**config.mk**
```make
export PLATFORM = sky130hd
export DESIGN_NAME = mem_skew_pp
export DESIGN_NICKNAME = d
export VERILOG_FILES = /design/src/rtl/mem_skew_pkg.sv /design/src/rtl/mem_bank.sv /design/src/rtl/mem_skew_pp.sv
export SDC_FILE = /design/constraint.sdc
export NUM_CORES = 2
export LEC_CHECK = 0
export BUFFER_PORTS_ARGS = -buffer_cell sky130_fd_sc_hd__buf_2
export CAP_MARGIN = 20
export CORE_ASPECT_RATIO = 1.25
export CORE_MARGIN = 2
export CORE_UTILIZATION = 45
export DETAILED_ROUTE_END_ITERATION = 8
export PLACE_DENSITY = 0.71
export SLEW_MARGIN = 20
export SYNTH_ARGS = -nofsm -noshare
export SYNTH_HDL_FRONTEND = slang
export SYNTH_SLANG_ARGS = --single-unit
```
**constraint.sdc**
```tcl
create_clock -name clk -period 6.6 [get_ports clk]
set_input_delay 1.32 -clock clk [delete_from_list [all_inputs] [get_ports clk]]
set_output_delay 1.32 -clock clk [all_outputs]
set_load 0.01 [all_outputs]
```
**src/rtl/mem_skew_pkg.sv**
```systemverilog
// Shared types and the skew lane-selection helper for the ping-pong operand memory.
package mem_skew_pkg;

    typedef enum logic [0:0] {
        IDLE   = 1'b0,
        STREAM = 1'b1
    } state_t;

    typedef struct packed {
        logic        vld;
        logic [31:0] idx;
    } skew_t;

    // Lane i carries element index t-i when it falls inside the matrix, else the lane is empty.
    function automatic skew_t skew_sel(input int t, input int i, input int dim);
        skew_t r;
        r.vld = 1'b0;
        r.idx = 32'd0;
        if ((t >= i) && ((t - i) < dim)) begin
            r.vld = 1'b1;
            r.idx = 32'(t - i);
        end else begin
            r.vld = 1'b0;
            r.idx = 32'd0;
        end
        return r;
    endfunction

endpackage

```
**src/rtl/mem_bank.sv**
```systemverilog
// One DIM x DIM operand bank: single row-write port, DIM independent combinational element reads.
module mem_bank
    import mem_skew_pkg::*;
#(
    parameter  int BITS_AB = 8,
    parameter  int DIM     = 8,
    localparam int AW      = $clog2(DIM)
) (
    input  logic                      clk,
    input  logic                      rst_n,
    input  logic                      we,
    input  logic [AW-1:0]             wrow,
    input  logic signed [BITS_AB-1:0] wdata [DIM],
    input  logic [AW-1:0]             rrow  [DIM],
    input  logic [AW-1:0]             rcol  [DIM],
    output logic signed [BITS_AB-1:0] rdata [DIM]
);

    logic signed [BITS_AB-1:0] mem_q [DIM][DIM];
    logic signed [BITS_AB-1:0] mem_d [DIM][DIM];

    // Row write: a whole row is replaced at once, other rows keep their contents.
    always_comb begin
        mem_d = mem_q;
        if (we) begin
            mem_d[wrow] = wdata;
        end else begin
            mem_d = mem_q;
        end
    end

    // Storage register, cleared only by reset.
    always_ff @(posedge clk or negedge rst_n) begin
        if (!rst_n) begin
            for (int r = 0; r < DIM; r++) begin
                for (int c = 0; c < DIM; c++) begin
                    mem_q[r][c] <= '0;
                end
            end
        end else begin
            mem_q <= mem_d;
        end
    end

    // Per-lane element read.
    always_comb begin
        for (int i = 0; i < DIM; i++) begin
            rdata[i] = mem_q[rrow[i]][rcol[i]];
        end
    end

endmodule

```
**src/rtl/mem_skew_pp.sv**
```systemverilog
// Ping-pong operand memory: rows are loaded into one bank while the other streams to the
// systolic array with lane i delayed by i beats, optionally transposed.
module mem_skew_pp
    import mem_skew_pkg::*;
#(
    parameter  int BITS_AB = 8,
    parameter  int DIM     = 8,
    localparam int CW      = $clog2(2*DIM),
    localparam int AW      = $clog2(DIM)
) (
    input  logic                      clk,
    input  logic                      rst_n,
    input  logic                      wr_en,
    input  logic [AW-1:0]             wr_row,
    input  logic signed [BITS_AB-1:0] wr_data [DIM],
    input  logic                      wr_commit,
    output logic                      wr_ready,
    input  logic                      rd_start,
    input  logic                      transpose,
    input  logic                      en,
    output logic signed [BITS_AB-1:0] Aout [DIM],
    output logic                      out_valid,
    output logic                      out_last,
    output logic                      rd_busy,
    output logic [1:0]                bank_full
);

    localparam logic [CW-1:0] LAST_T = CW'(2*DIM-2);

    state_t                    state_q, state_d;
    logic                      wr_ptr_q, wr_ptr_d;
    logic                      rd_ptr_q, rd_ptr_d;
    logic [1:0]                bank_full_q, bank_full_d;
    logic                      wr_ready_q, wr_ready_d;
    logic [CW-1:0]             t_q, t_d;
    logic                      tr_q, tr_d;
    logic signed [BITS_AB-1:0] aout_q [DIM];
    logic signed [BITS_AB-1:0] aout_d [DIM];
    logic                      out_valid_q, out_valid_d;
    logic                      out_last_q, out_last_d;
    logic                      rd_busy_q, rd_busy_d;

    logic                      wr_acc_s;
    logic                      commit_acc_s;
    logic [1:0]                bank_we_s;
    skew_t                     sel_s   [DIM];
    logic [AW-1:0]             rrow_s  [DIM];
    logic [AW-1:0]             rcol_s  [DIM];
    logic signed [BITS_AB-1:0] rdata0_s [DIM];
    logic signed [BITS_AB-1:0] rdata1_s [DIM];
    logic signed [BITS_AB-1:0] lane_s  [DIM];

    // Write acceptance uses the registered ready so a freshly released bank opens one cycle later.
    always_comb begin
        wr_acc_s     = wr_en && wr_ready_q;
        commit_acc_s = wr_commit && wr_ready_q;
        bank_we_s    = 2'b00;
        if (wr_acc_s) begin
            bank_we_s[wr_ptr_q] = 1'b1;
        end else begin
            bank_we_s = 2'b00;
        end
    end

    mem_bank #(.BITS_AB(BITS_AB), .DIM(DIM)) u_bank0 (
        .clk   (clk),
        .rst_n (rst_n),
        .we    (bank_we_s[0]),
        .wrow  (wr_row),
        .wdata (wr_data),
        .rrow  (rrow_s),
        .rcol  (rcol_s),
        .rdata (rdata0_s)
    );

    mem_bank #(.BITS_AB(BITS_AB), .DIM(DIM)) u_bank1 (
        .clk   (clk),
        .rst_n (rst_n),
        .we    (bank_we_s[1]),
        .wrow  (wr_row),
        .wdata (wr_data),
        .rrow  (rrow_s),
        .rcol  (rcol_s),
        .rdata (rdata1_s)
    );

    // Beat t, lane i reads E(i, t-i); transpose swaps the row/column roles.
    always_comb begin
        for (int i = 0; i < DIM; i++) begin
            sel_s[i] = skew_sel(int'(t_q), i, DIM);
            if (tr_q) begin
                rrow_s[i] = AW'(sel_s[i].idx);
                rcol_s[i] = AW'(i);
            end else begin
                rrow_s[i] = AW'(i);
                rcol_s[i] = AW'(sel_s[i].idx);
            end
            if (sel_s[i].vld && (sel_s[i].idx < 32'(DIM))) begin
                lane_s[i] = rd_ptr_q ? rdata1_s[i] : rdata0_s[i];
            end else begin
                lane_s[i] = '0;
            end
        end
    end

    // Pointer, full-flag and stream FSM next state.
    always_comb begin
        state_d     = state_q;
        wr_ptr_d    = wr_ptr_q;
        rd_ptr_d    = rd_ptr_q;
        bank_full_d = bank_full_q;
        t_d         = t_q;
        tr_d        = tr_q;
        aout_d      = aout_q;
        out_valid_d = out_valid_q;
        out_last_d  = out_last_q;
        rd_busy_d   = rd_busy_q;

        if (commit_acc_s) begin
            bank_full_d[wr_ptr_q] = 1'b1;
            wr_ptr_d              = ~wr_ptr_q;
        end else begin
            wr_ptr_d = wr_ptr_q;
        end

        case (state_q)
            IDLE: begin
                if (rd_start && bank_full_q[rd_ptr_q]) begin
                    state_d   = STREAM;
                    tr_d      = transpose;
                    t_d       = '0;
                    rd_busy_d = 1'b1;
                end else begin
                    state_d = IDLE;
                end
            end
            STREAM: begin
                if (en) begin
                    if (out_last_q) begin
                        // Final beat has been consumed: hand the bank back to the writer.
                        state_d               = IDLE;
                        bank_full_d[rd_ptr_q] = 1'b0;
                        rd_ptr_d              = ~rd_ptr_q;
                        for (int i = 0; i < DIM; i++) begin
                            aout_d[i] = '0;
                        end
                        out_valid_d = 1'b0;
                        out_last_d  = 1'b0;
                        rd_busy_d   = 1'b0;
                    end else begin
                        aout_d      = lane_s;
                        out_valid_d = 1'b1;
                        out_last_d  = (t_q == LAST_T);
                        t_d         = t_q + CW'(1);
                    end
                end else begin
                    state_d = STREAM;
                end
            end
            default: begin
                state_d = IDLE;
            end
        endcase

        wr_ready_d = ~bank_full_d[wr_ptr_d];
    end

    // Control and output registers.
    always_ff @(posedge clk or negedge rst_n) begin
        if (!rst_n) begin
            state_q     <= IDLE;
            wr_ptr_q    <= 1'b0;
            rd_ptr_q    <= 1'b0;
            bank_full_q <= 2'b00;
            wr_ready_q  <= 1'b1;
            t_q         <= '0;
            tr_q        <= 1'b0;
            for (int i = 0; i < DIM; i++) begin
                aout_q[i] <= '0;
            end
            out_valid_q <= 1'b0;
            out_last_q  <= 1'b0;
            rd_busy_q   <= 1'b0;
        end else begin
            state_q     <= state_d;
            wr_ptr_q    <= wr_ptr_d;
            rd_ptr_q    <= rd_ptr_d;
            bank_full_q <= bank_full_d;
            wr_ready_q  <= wr_ready_d;
            t_q         <= t_d;
            tr_q        <= tr_d;
            aout_q      <= aout_d;
            out_valid_q <= out_valid_d;
            out_last_q  <= out_last_d;
            rd_busy_q   <= rd_busy_d;
        end
    end

    assign wr_ready  = wr_ready_q;
    assign Aout      = aout_q;
    assign out_valid = out_valid_q;
    assign out_last  = out_last_q;
    assign rd_busy   = rd_busy_q;
    assign bank_full = bank_full_q;

endmodule

```
==> results.toml <==
[clocking]
cts_resized = 0
cts-root-buf = "clkbuf_16"
cts_buffer_depth = 3
cts_max_level = 3
hold_buffers = 0
cts_buffers = 120
clock_latency_ns = 0.80
cts_setup_buffers = 0
tritoncts = "yes"
cts.sinks = 1102
clk_pin_slew_worst_paths_ns = 0.07

[routing]
totalWireLength_um = 451000
drtIter0Drc = 13000
num_vias = 69400
viasPerCell = 7.94
drt_pass1_iterations = 9
antenna_left = 0
drc = 19
post_drt_wl_per_cell_um = 51.6

[placement]
dp_cells = 8461
placed_area_um2 = 71300
gp_congestion = 1.09
io_buffers = 143
dp_hpwl_um = 309000
dpl_worst_slack_ns = 1.71

[floorplan]
fp.dieW_um = 350
ios = 144
die_y_um = 437
initial_core_util = 0.454
dieArea_um2 = 153000
num_rows = 158
core_um2 = 149000

[synthesis]
synth_top_family_by_area = "multiplexers"
synth-xor-area-share = 0.00156
yosysMostFrequentCell = "dfrtp_1"
netlist_instances = 6657
syn_nets = 6749
yosysSeqAreaShare = 0.409
synth_compound_area_frac = 0.168
syn-cell-area_um2 = 67400
syn_avg_cell_area_um2 = 10.1
synthAdderAreaFrac = 0.00334
synthFlopType = "dfrtp_1"
yosysWarnings = 0
synth-seq-cells = 1102
synthDistinctLibCells = 100
synth_commonest_cells = "dfrtp_1, mux2_2, nand2_1"
muxShareOfSynthArea = 0.263
synthArstFlopShare = 1.00
synth_top_area_share = 0.408
synth_edf_count = 0
synthSimpleGateAreaFrac = 0.113
synth_top_area_cell = "dfrtp_1"
synthTopCellsByArea = "dfrtp_1, mux2_2, nand2_1, mux4_2, mux2i_1"

[run_status]
failed_checks = "DRC"
status = "complete, but fails checks"

[worst_setup_path]
worstPathRequired_ns = 7.28
startpoint = "t_q[1]"
endpoint_kind = "register"
cp.arrival_ns = 5.79
setup.worst_path.class = "register to register"
r2r_slack_ns = 1.49
worstSetupStartpointType = "register"
regToRegStartpoint = "t_q[1]"
critPathMaxFanout = 30

[worst_hold_path]
hold_start = "rd_busy"
min_path_type = "register to register"

[sta]
skew_ns = 0.0445
drv_slew = 0
post-route-period-util = 0.774
hold_slack_ns = 0.486
setup_viol = 0
rsz0062_at_grt = "no"
relSlewSlack = 0.0692
hold_violations = 0
layout_setup_ws_ns = 1.49
fmax_mhz = 196
finalSetupTns_ns = 0
max_slew.worst_pin.slew_ns = 1.38
finalCriticalPeriod_ns = 5.11

[global_routing]
grt_usage = 0.576
grt_max_degree = 166
grt_pass1_wl_um = 593000
antenna_found_initial = 78
grt_pass1_vias = 63100
grt-ovfl-total = 0

[power]
max-vdd-ir-drop_v = 0.000355
p_leak_nw = 31.9
p_per_area_nw_per_um2 = 653

[final_layout]
drive_gt1_frac = 0.301
design_area_um2 = 75600
final_cells = 8749
final_nets = 6677
area_delta_synth_final_pct = 12.1

[run]
cap_violations = 0
where the power goes:
part / total [W] / switching, W / internal, W
logic: 0.0275 / 0.0191 / 0.00847
registers: 0.0146 / 0.00526 / 0.00932
clock network: 0.00726 / 0.00322 / 0.00404
total: 0.0494 / 0.0275 / 0.0218
critical path, stage by stage (launching register included):
cell and delay, ns:
dfrtp_1 0.32, buf_4 0.25, inv_1 0.23, ha_1 0.29, ha_1 0.33, inv_1 0.15, a221oi_2 0.54, and2_4 0.77
buf_4 0.49, mux4_2 0.36, mux2i_1 0.23, o22ai_1 0.12, a311oi_1 0.48, nor2_1 0.11, a221o_1 0.28
flip-flops by register name, indices dropped and copies added (netlist names):
register,count
wr_ready,1
out_last,1
bank_full,2
out_valid,1
u_bank1.mem_q,512
wr_ptr_q,1
state_q,1
u_bank0.mem_q,512
rd_busy,1
Aout,64
rd_ptr_q,1
t_q,4
tr_q,1
stage by stage:
stage,power (W),util
after detailed placement,0.0393,0.480
after floorplan,0.0251,-
after CTS,0.0466,0.507
after global placement,0.0392,0.479
after global routing,0.0490,0.507
final,0.0494,0.508
layer usage:
layer	part of all wire	GRT usage	vias to the layer above	wire length (um)
li1	-	-	25000	-
met1	0.35	0.702	35000	159000
met2	0.38	0.737	7335	171000
met3	0.17	0.322	2080	76800
met4	0.097	0.452	26	43800
met5	0.0011	0.00925	-	478
cells in the final DEF (no fill, tap or decap), types with 21 or more instances in the layout:
cell type	n
mux2i_1	223
diode_2	67
clkbuf_16	121
o211ai_1	85
nor3_1	82
buf_2	143
and2_1	39
a311oi_1	42
nand4_1	21
a31oi_1	154
o21ai_1	31
nand3_1	151
a221oi_1	134
mux2_2	1059
o2111ai_1	26
o311ai_0	21
nand2_1	980
mux4_2	159
a22oi_1	28
clkinv_2	23
o21ai_0	275
buf_12	40
nor2_1	200
dfrtp_1	1098
a211oi_1	153
and3_1	109
o22ai_1	74
buf_4	261
a21oi_1	359
o221ai_1	58
final timing paths:
check | endpoint | cells after the start
max | Aout[42] | 14
min | rd_busy | 1
min in group asynchronous | u_bank0.mem_q[111] | 1
max in group asynchronous | u_bank0.mem_q[278] | 2
max reg2reg | Aout[42] | 14
min reg2reg | rd_busy | 1
cell families (layout without fill, tap and decap cells):
group	Yosys count	after routing
buffers and inverters	656	681
XOR/XNOR	9	9
multiplexers	1442	1442
adder cells (fa/ha/maj)	18	18
flip-flops	1102	1102
AND/OR/NAND/NOR	1754	1754
other	0	67
AO/OA/AOI/OAI	1676	1676
area by class of cell:
type,count,area (um^2)
clock buffer,154,3300
antenna,67,168
clock inverter,65,752
inverter,14,57.6
multi-input combinational,4899,37700
timing repair buffer,448,3540
tap,2000,2500
fill,13800,73100
sequential,1102,27600
(Power assumes the default switching activity.)
